<file path="src/rtl/led_sched_pkg.sv">
// rtl/led_sched_pkg.sv - shared types and constants for the LED step scheduler
//
// Purpose: FSM state encoding, cycler colour constants and counter saturation value
//          shared by led_step_scheduler and its bench.
// Ports:   none (package).
package led_sched_pkg;

  typedef enum logic [1:0] {
    IDLE   = 2'd0,
    MANUAL = 2'd1,
    AUTO   = 2'd2,
    DONE   = 2'd3
  } sched_state_t;

  localparam logic [2:0] COL_OFF   = 3'b000;
  localparam logic [2:0] COL_FIRST = 3'b001;
  localparam logic [2:0] COL_LAST  = 3'b110;

  localparam logic [3:0] CNT_MAX = 4'd15;

endpackage

</file>
<file path="src/rtl/led_step_scheduler_btn_debounce.sv">
// rtl/led_step_scheduler_btn_debounce.sv - push-button synchroniser plus stability-counter debouncer
//
// Purpose: brings the asynchronous button into the clock domain with two flops, then only
//          lets the debounced level follow once DEBOUNCE_CYCLES consecutive synchronised
//          samples disagree with it.
// Ports:   clk  - clock
//          rst  - synchronous active-high reset
//          din  - raw asynchronous button level
//          dout - debounced level (resets to 0)
module btn_debounce #(
  parameter int DEBOUNCE_CYCLES = 16
) (
  input  logic clk,
  input  logic rst,
  input  logic din,
  output logic dout
);

  localparam int CW = $clog2(DEBOUNCE_CYCLES + 1);
  localparam logic [CW-1:0] CNT_LAST = CW'(DEBOUNCE_CYCLES - 1);

  logic          sync1;
  logic          sync2;
  logic [CW-1:0] cnt;

  always_ff @(posedge clk) begin
    if (rst) begin
      sync1 <= 1'b0;
      sync2 <= 1'b0;
      cnt   <= '0;
      dout  <= 1'b0;
    end else begin
      sync1 <= din;
      sync2 <= sync1;
      // cnt counts consecutive samples that differ from dout; any agreeing sample restarts it
      if (sync2 == dout) begin
        cnt <= '0;
      end else if (cnt == CNT_LAST) begin
        dout <= sync2;
        cnt  <= '0;
      end else begin
        cnt <= cnt + CW'(1);
      end
    end
  end

endmodule

</file>
<file path="src/rtl/led_step_scheduler.sv">
// rtl/led_step_scheduler.sv - step pulse scheduler for the LED colour cycler
//
// Purpose: turns button presses into cycler step pulses, either one per press (manual) or
//          one every `period` cycles (auto), counts completed colour cycles from the
//          colour feedback and stops after n_cycles of them.
// Ports:   clk, rst      - clock, synchronous active-high reset
//          btn_raw       - asynchronous push-button
//          mode          - 0 manual / 1 auto, sampled on a press
//          period        - auto step interval (0 behaves as 1)
//          n_cycles      - colour cycles before stopping, 0 = run forever
//          colour        - cycler colour feedback
//          step          - registered one-cycle pulse to the cycler button input
//          busy, done    - state flags (MANUAL/AUTO, DONE)
//          cycle_cnt     - completed colour cycles, saturating at 15
// Config:  LED_SCHED_DEBOUNCE_EN - when defined, btn_debounce filters the button;
//          otherwise only a 2-flop synchroniser is used and bounces become presses.
module led_step_scheduler
  import led_sched_pkg::*;
#(
  parameter int DEBOUNCE_CYCLES = 16,
  parameter int PERIOD_W        = 8
) (
  input  logic                clk,
  input  logic                rst,
  input  logic                btn_raw,
  input  logic                mode,
  input  logic [PERIOD_W-1:0] period,
  input  logic [3:0]          n_cycles,
  input  logic [2:0]          colour,
  output logic                step,
  output logic                busy,
  output logic                done,
  output logic [3:0]          cycle_cnt
);

  logic btn_db;
  logic btn_db_q;
  logic press;

`ifdef LED_SCHED_DEBOUNCE_EN
  btn_debounce #(
    .DEBOUNCE_CYCLES(DEBOUNCE_CYCLES)
  ) u_debounce (
    .clk (clk),
    .rst (rst),
    .din (btn_raw),
    .dout(btn_db)
  );
`else
  logic sync1;
  logic sync2;

  always_ff @(posedge clk) begin
    if (rst) begin
      sync1 <= 1'b0;
      sync2 <= 1'b0;
    end else begin
      sync1 <= btn_raw;
      sync2 <= sync1;
    end
  end

  assign btn_db = sync2;
`endif

  assign press = btn_db & ~btn_db_q;

  sched_state_t        state;
  sched_state_t        state_n;
  logic [PERIOD_W-1:0] timer;
  logic [PERIOD_W-1:0] timer_n;
  logic [PERIOD_W-1:0] period_eff;
  logic                step_n;
  logic [3:0]          cnt_n;
  logic [3:0]          cnt_inc;
  logic                wrap;
  logic                busy_n;
  logic                done_n;

  assign period_eff = (period == '0) ? PERIOD_W'(1) : period;
  assign cnt_inc    = (cycle_cnt == CNT_MAX) ? CNT_MAX : cycle_cnt + 4'd1;
  // step is consumed by the cycler on this edge, so colour is still the pre-step value
  assign wrap       = step && (colour == COL_LAST);

  always_comb begin
    state_n = state;
    timer_n = timer;
    step_n  = 1'b0;
    cnt_n   = cycle_cnt;
    busy_n  = 1'b0;
    done_n  = 1'b0;

    case (state)
      IDLE, MANUAL: begin
        if (press) begin
          if (mode) begin
            state_n = AUTO;
            timer_n = period_eff;
          end else begin
            state_n = MANUAL;
            step_n  = 1'b1;
          end
        end
      end
      AUTO: begin
        // a press pauses even if the timer expires on the same cycle
        if (press) begin
          state_n = IDLE;
          timer_n = '0;
        end else if (timer <= PERIOD_W'(1)) begin
          step_n  = 1'b1;
          timer_n = period_eff;
        end else begin
          timer_n = timer - PERIOD_W'(1);
        end
      end
      DONE: begin
        if (press) begin
          state_n = IDLE;
          cnt_n   = '0;
        end
      end
      default: state_n = IDLE;
    endcase

    // the wrap step itself is already out; reaching the target suppresses any further step
    if (wrap) begin
      cnt_n = cnt_inc;
      if ((n_cycles != 4'd0) && (cnt_inc == n_cycles)) begin
        state_n = DONE;
        step_n  = 1'b0;
        timer_n = '0;
      end
    end

    busy_n = (state_n == MANUAL) || (state_n == AUTO);
    done_n = (state_n == DONE);
  end

  always_ff @(posedge clk) begin
    if (rst) begin
      state     <= IDLE;
      timer     <= '0;
      step      <= 1'b0;
      busy      <= 1'b0;
      done      <= 1'b0;
      cycle_cnt <= '0;
      btn_db_q  <= 1'b0;
    end else begin
      state     <= state_n;
      timer     <= timer_n;
      step      <= step_n;
      busy      <= busy_n;
      done      <= done_n;
      cycle_cnt <= cnt_n;
      btn_db_q  <= btn_db;
    end
  end

endmodule

</file>
<file path="config.mk">
export PLATFORM = sky130hd
export DESIGN_NAME = led_step_scheduler
export DESIGN_NICKNAME = d
export VERILOG_FILES = /design/src/rtl/led_sched_pkg.sv /design/src/rtl/led_step_scheduler_btn_debounce.sv /design/src/rtl/led_step_scheduler.sv
export SDC_FILE = /design/constraint.sdc
export NUM_CORES = 1
export LEC_CHECK = 0
export BUFFER_PORTS_ARGS = -buffer_cell sky130_fd_sc_hd__buf_2
export CORE_ASPECT_RATIO = 1.4
export CORE_MARGIN = 2
export CORE_UTILIZATION = 55
export DETAILED_ROUTE_END_ITERATION = 6
export PLACE_DENSITY = 0.81
export SYNTH_ARGS = -nofsm -noshare
export SYNTH_HDL_FRONTEND = slang
export SYNTH_SLANG_ARGS = --single-unit
</file>
<file path="constraint.sdc">
create_clock -name clk -period 3.4 [get_ports clk]
set_clock_uncertainty 0.05 [all_clocks]
set_input_delay 0 -clock clk [delete_from_list [all_inputs] [get_ports clk]]
set_output_delay 0 -clock clk [all_outputs]
set_load 0.05 [all_outputs]
</file>
==> flow_metrics.env <==
export IMPL_status="completed"
export IMPL_grt_first_pass_wirelength_mm=4.68
export IMPL_vias_per_cell=6.21
export IMPL_cp_cell_sequence="ha_1 -> or3b_1 -> a32oi_1 -> a31o_2 -> nand4_1 -> nand2_1 -> ha_1 -> nor2b_1"
export IMPL_rsz0062_at_grt="false"
export IMPL_crit_fanout=8
export IMPL_cts_resized=0
export IMPL_synth_top_family_by_area="simple AND/OR/NAND/NOR gates"
export IMPL_maxCapViolCount=0
export IMPL_powerDensity_nw_per_um2=383
export IMPL_grt_max_degree=13
export IMPL_num_vias=1236
export IMPL_synth_fa_ha_area_frac=0.0436
export IMPL_max_freq_ghz=0.440
export IMPL_synth_nets=166
export IMPL_hold_class="input port to flop"
export IMPL_syn_area_per_cell_um2=8.03
export IMPL_overflow=0
export IMPL_use_met2=0.437
export IMPL_synth_mux_area_frac=0
export IMPL_ant_nets=0
export IMPL_cts_htree_levels=1
export IMPL_grt_use_total=0.243
export IMPL_fin_cells=199
export IMPL_max_slew_worst_pin_slew_ns=0.457
export IMPL_place_congestion=0.897
export IMPL_use_met1=0.249
export IMPL_slowest_delay_ns=0.43
export IMPL_layout_nets=202
export IMPL_met3_usage=0.0312
export IMPL_ys_ff_latch=20
export IMPL_clkTransAtPathRegs_ns=0.11
export IMPL_final_max_slew_viol_count=0
export IMPL_insertedDiodeCount=0
export IMPL_antenna_found_initial=0
export IMPL_cts_tree="yes"
export IMPL_fin_util=0.725
export IMPL_cts_setup_buffers=0
export IMPL_cts_hold_buf=11
export IMPL_end_kind="flop"
export IMPL_start_kind="flop"
export IMPL_start_util=0.582
export IMPL_vdd_ir_drop_max_v=0.000361
export IMPL_drc=0
export IMPL_die_h_um=58.1
export IMPL_setup_viol=0
export IMPL_worstPathArrival_ns=2.42
export IMPL_layout_drive_gt1_share=0.208
export IMPL_tns_ns=0
export IMPL_wl_per_cell_um=14.4
export IMPL_power_w=0.000547
export IMPL_min_period_over_period=0.668
export IMPL_die_x_um=42.6
export IMPL_yosys_warnings=0
export IMPL_path_class="flop to flop"
export IMPL_dieArea_um2=2470
export IMPL_boundaryPins=26
export IMPL_dr_pass1_iters=7
export IMPL_synthSimpleGateAreaFrac=0.322
export IMPL_grt_busiest_layer="met2"
export IMPL_slowest_stage="dfxtp_1"
export IMPL_clk_path_buf_depth=2
export IMPL_cts_made_buffers=3
export IMPL_dp_hpwl_mm=2.13
export IMPL_cts_sinks=20
export IMPL_io_buffers=25
export IMPL_crit_top_cell="ha_1"
export IMPL_hold_viol_final=0
export IMPL_drt_iter0_drc=43
export IMPL_dp_cells=184
export IMPL_coreArea_um2=1970
export IMPL_period_needed_ns=2.27
export IMPL_area_delta_synth_final_pct=24.5
export IMPL_wirelength_mm=2.86
export IMPL_ys_types=39
export IMPL_synth_xor_area_share=0.0153
export IMPL_synth_area_um2=1150
export IMPL_relSlewSlack=0.692
export IMPL_worstSkewPairLatency_ns=0.30
export IMPL_grt_pass1_vias=1201
export IMPL_syn_inst=143
export IMPL_whs_ns=0.0133
export IMPL_yosysSeqAreaShare=0.349
export IMPL_worstPathRequired_ns=3.55
export IMPL_root_buffer="clkbuf_4"
export IMPL_leakagePower_nw=0.568
export IMPL_synth_compound_area_frac=0.222
export IMPL_rows=19
## worst max-delay path: cells and delay by family (launching register included)
family / cells / cell delay (ns)
AOI/OAI and AO/OA: 2 / 0.34
adders and majority gates: 2 / 0.57
DFF: 1 / 0.43
and+or+nand+nor: 4 / 0.78
## layout by cell type (no fill, tap or decap), types with 2 or more instances in the layout
cell / n
and3_2: 2
dlygate4sd3_1: 11
nor2_1: 14
a31oi_1: 3
nand2_1: 10
nor2b_1: 7
clkbuf_4: 3
or3_1: 2
xnor2_1: 2
a31o_2: 2
inv_1: 6
nor3_1: 9
o21ai_0: 11
ha_1: 4
dfxtp_1: 20
a21oi_1: 15
a32oi_1: 3
buf_2: 25
nand2b_1: 3
nand4_1: 2
a222oi_1: 2
nand3_1: 4
or4_1: 2
o32ai_1: 2
## layout make-up
type                    count  area (um2)
clock buffers               3        22.5
clock inverters             1        30.0
fillers                   157         543
inverters                   6        22.5
multi-input cells         112         693
flip-flops and latches     20         400
well taps                  21        26.3
repair buffers             36         235
## Yosys cell counts, drive strengths merged
cell type / count / area share
o21ai: 11 / 0.048
nor3: 10 / 0.048
a222oi: 2 / 0.017
ha: 4 / 0.044
a31o: 2 / 0.015
a22oi: 1 / 0.0065
buf: 3 / 0.021
o32ai: 2 / 0.015
or3b: 1 / 0.0076
a41o: 1 / 0.0087
clkbuf: 2 / 0.0076
nand4: 2 / 0.011
nand2: 10 / 0.033
or4: 2 / 0.013
nor2: 14 / 0.046
o31ai: 1 / 0.0065
nand4bb: 1 / 0.0098
and3: 2 / 0.013
a31oi: 3 / 0.016
or3: 2 / 0.011
nor4: 2 / 0.016
a21oi: 15 / 0.065
inv: 6 / 0.020
nand3: 4 / 0.017
nand2b: 3 / 0.016
nor2b: 7 / 0.038
nor3b: 1 / 0.0065
and2b: 1 / 0.0076
dfxtp: 20 / 0.35
xnor2: 2 / 0.015
and4b: 1 / 0.0087
a32oi: 3 / 0.023
and2: 1 / 0.0055
and4bb: 1 / 0.014
## final timing paths
| check | startpoint | end | slack [ns] | cells past startpoint |
|---|---|---|---|---|
| max | cycle_cnt[0] | busy | 1.13 | 8 |
| min | mode | step | 0.01 | 4 |
| max reg2reg | cycle_cnt[0] | busy | 1.13 | 8 |
| min reg2reg | sync1 | btn_db | 0.41 | 1 |
## routing by layer
layer	wire length, um	share of wire	up-vias
met1	1150	0.40	583
met3	114	0.040	8
met4	79	0.028	0
met5	0	0	-
li1	-	-	605
met2	1510	0.53	40
## kinds of logic (layout without fill, tap and decap cells)
family / count (synthesis) / after routing
buffers and inverters: 11 / 46
adders and majority gates: 4 / 4
and+or+nand+nor: 65 / 65
DFF: 20 / 20
AOI/OAI and AO/OA: 41 / 41
xor gates and xnor gates: 2 / 2
## state kept, by name (all words and copies together) (netlist names)
register and flops:
done 1, step 1, btn_db 1, btn_db_q 1, busy 1, sync1 1
cycle_cnt 4, timer 8, state 2
## stage by stage
step	area [um2]	worst slack (ns)
after floorplan	1150	0.967
after global placement	1270	1.26
after global routing	1430	0.969
after CTS	1430	1.13
final	1430	1.13
after detailed placement	1270	1.14
## power breakdown
group	internal, W	switching (W)	total [W]
combinational	0.0000471	0.0000546	0.000102
sequential	0.000243	0.00000855	0.000252
clock	0.000119	0.0000748	0.000194
total	0.000409	0.000138	0.000547
Power figures use the tool's default switching activity.
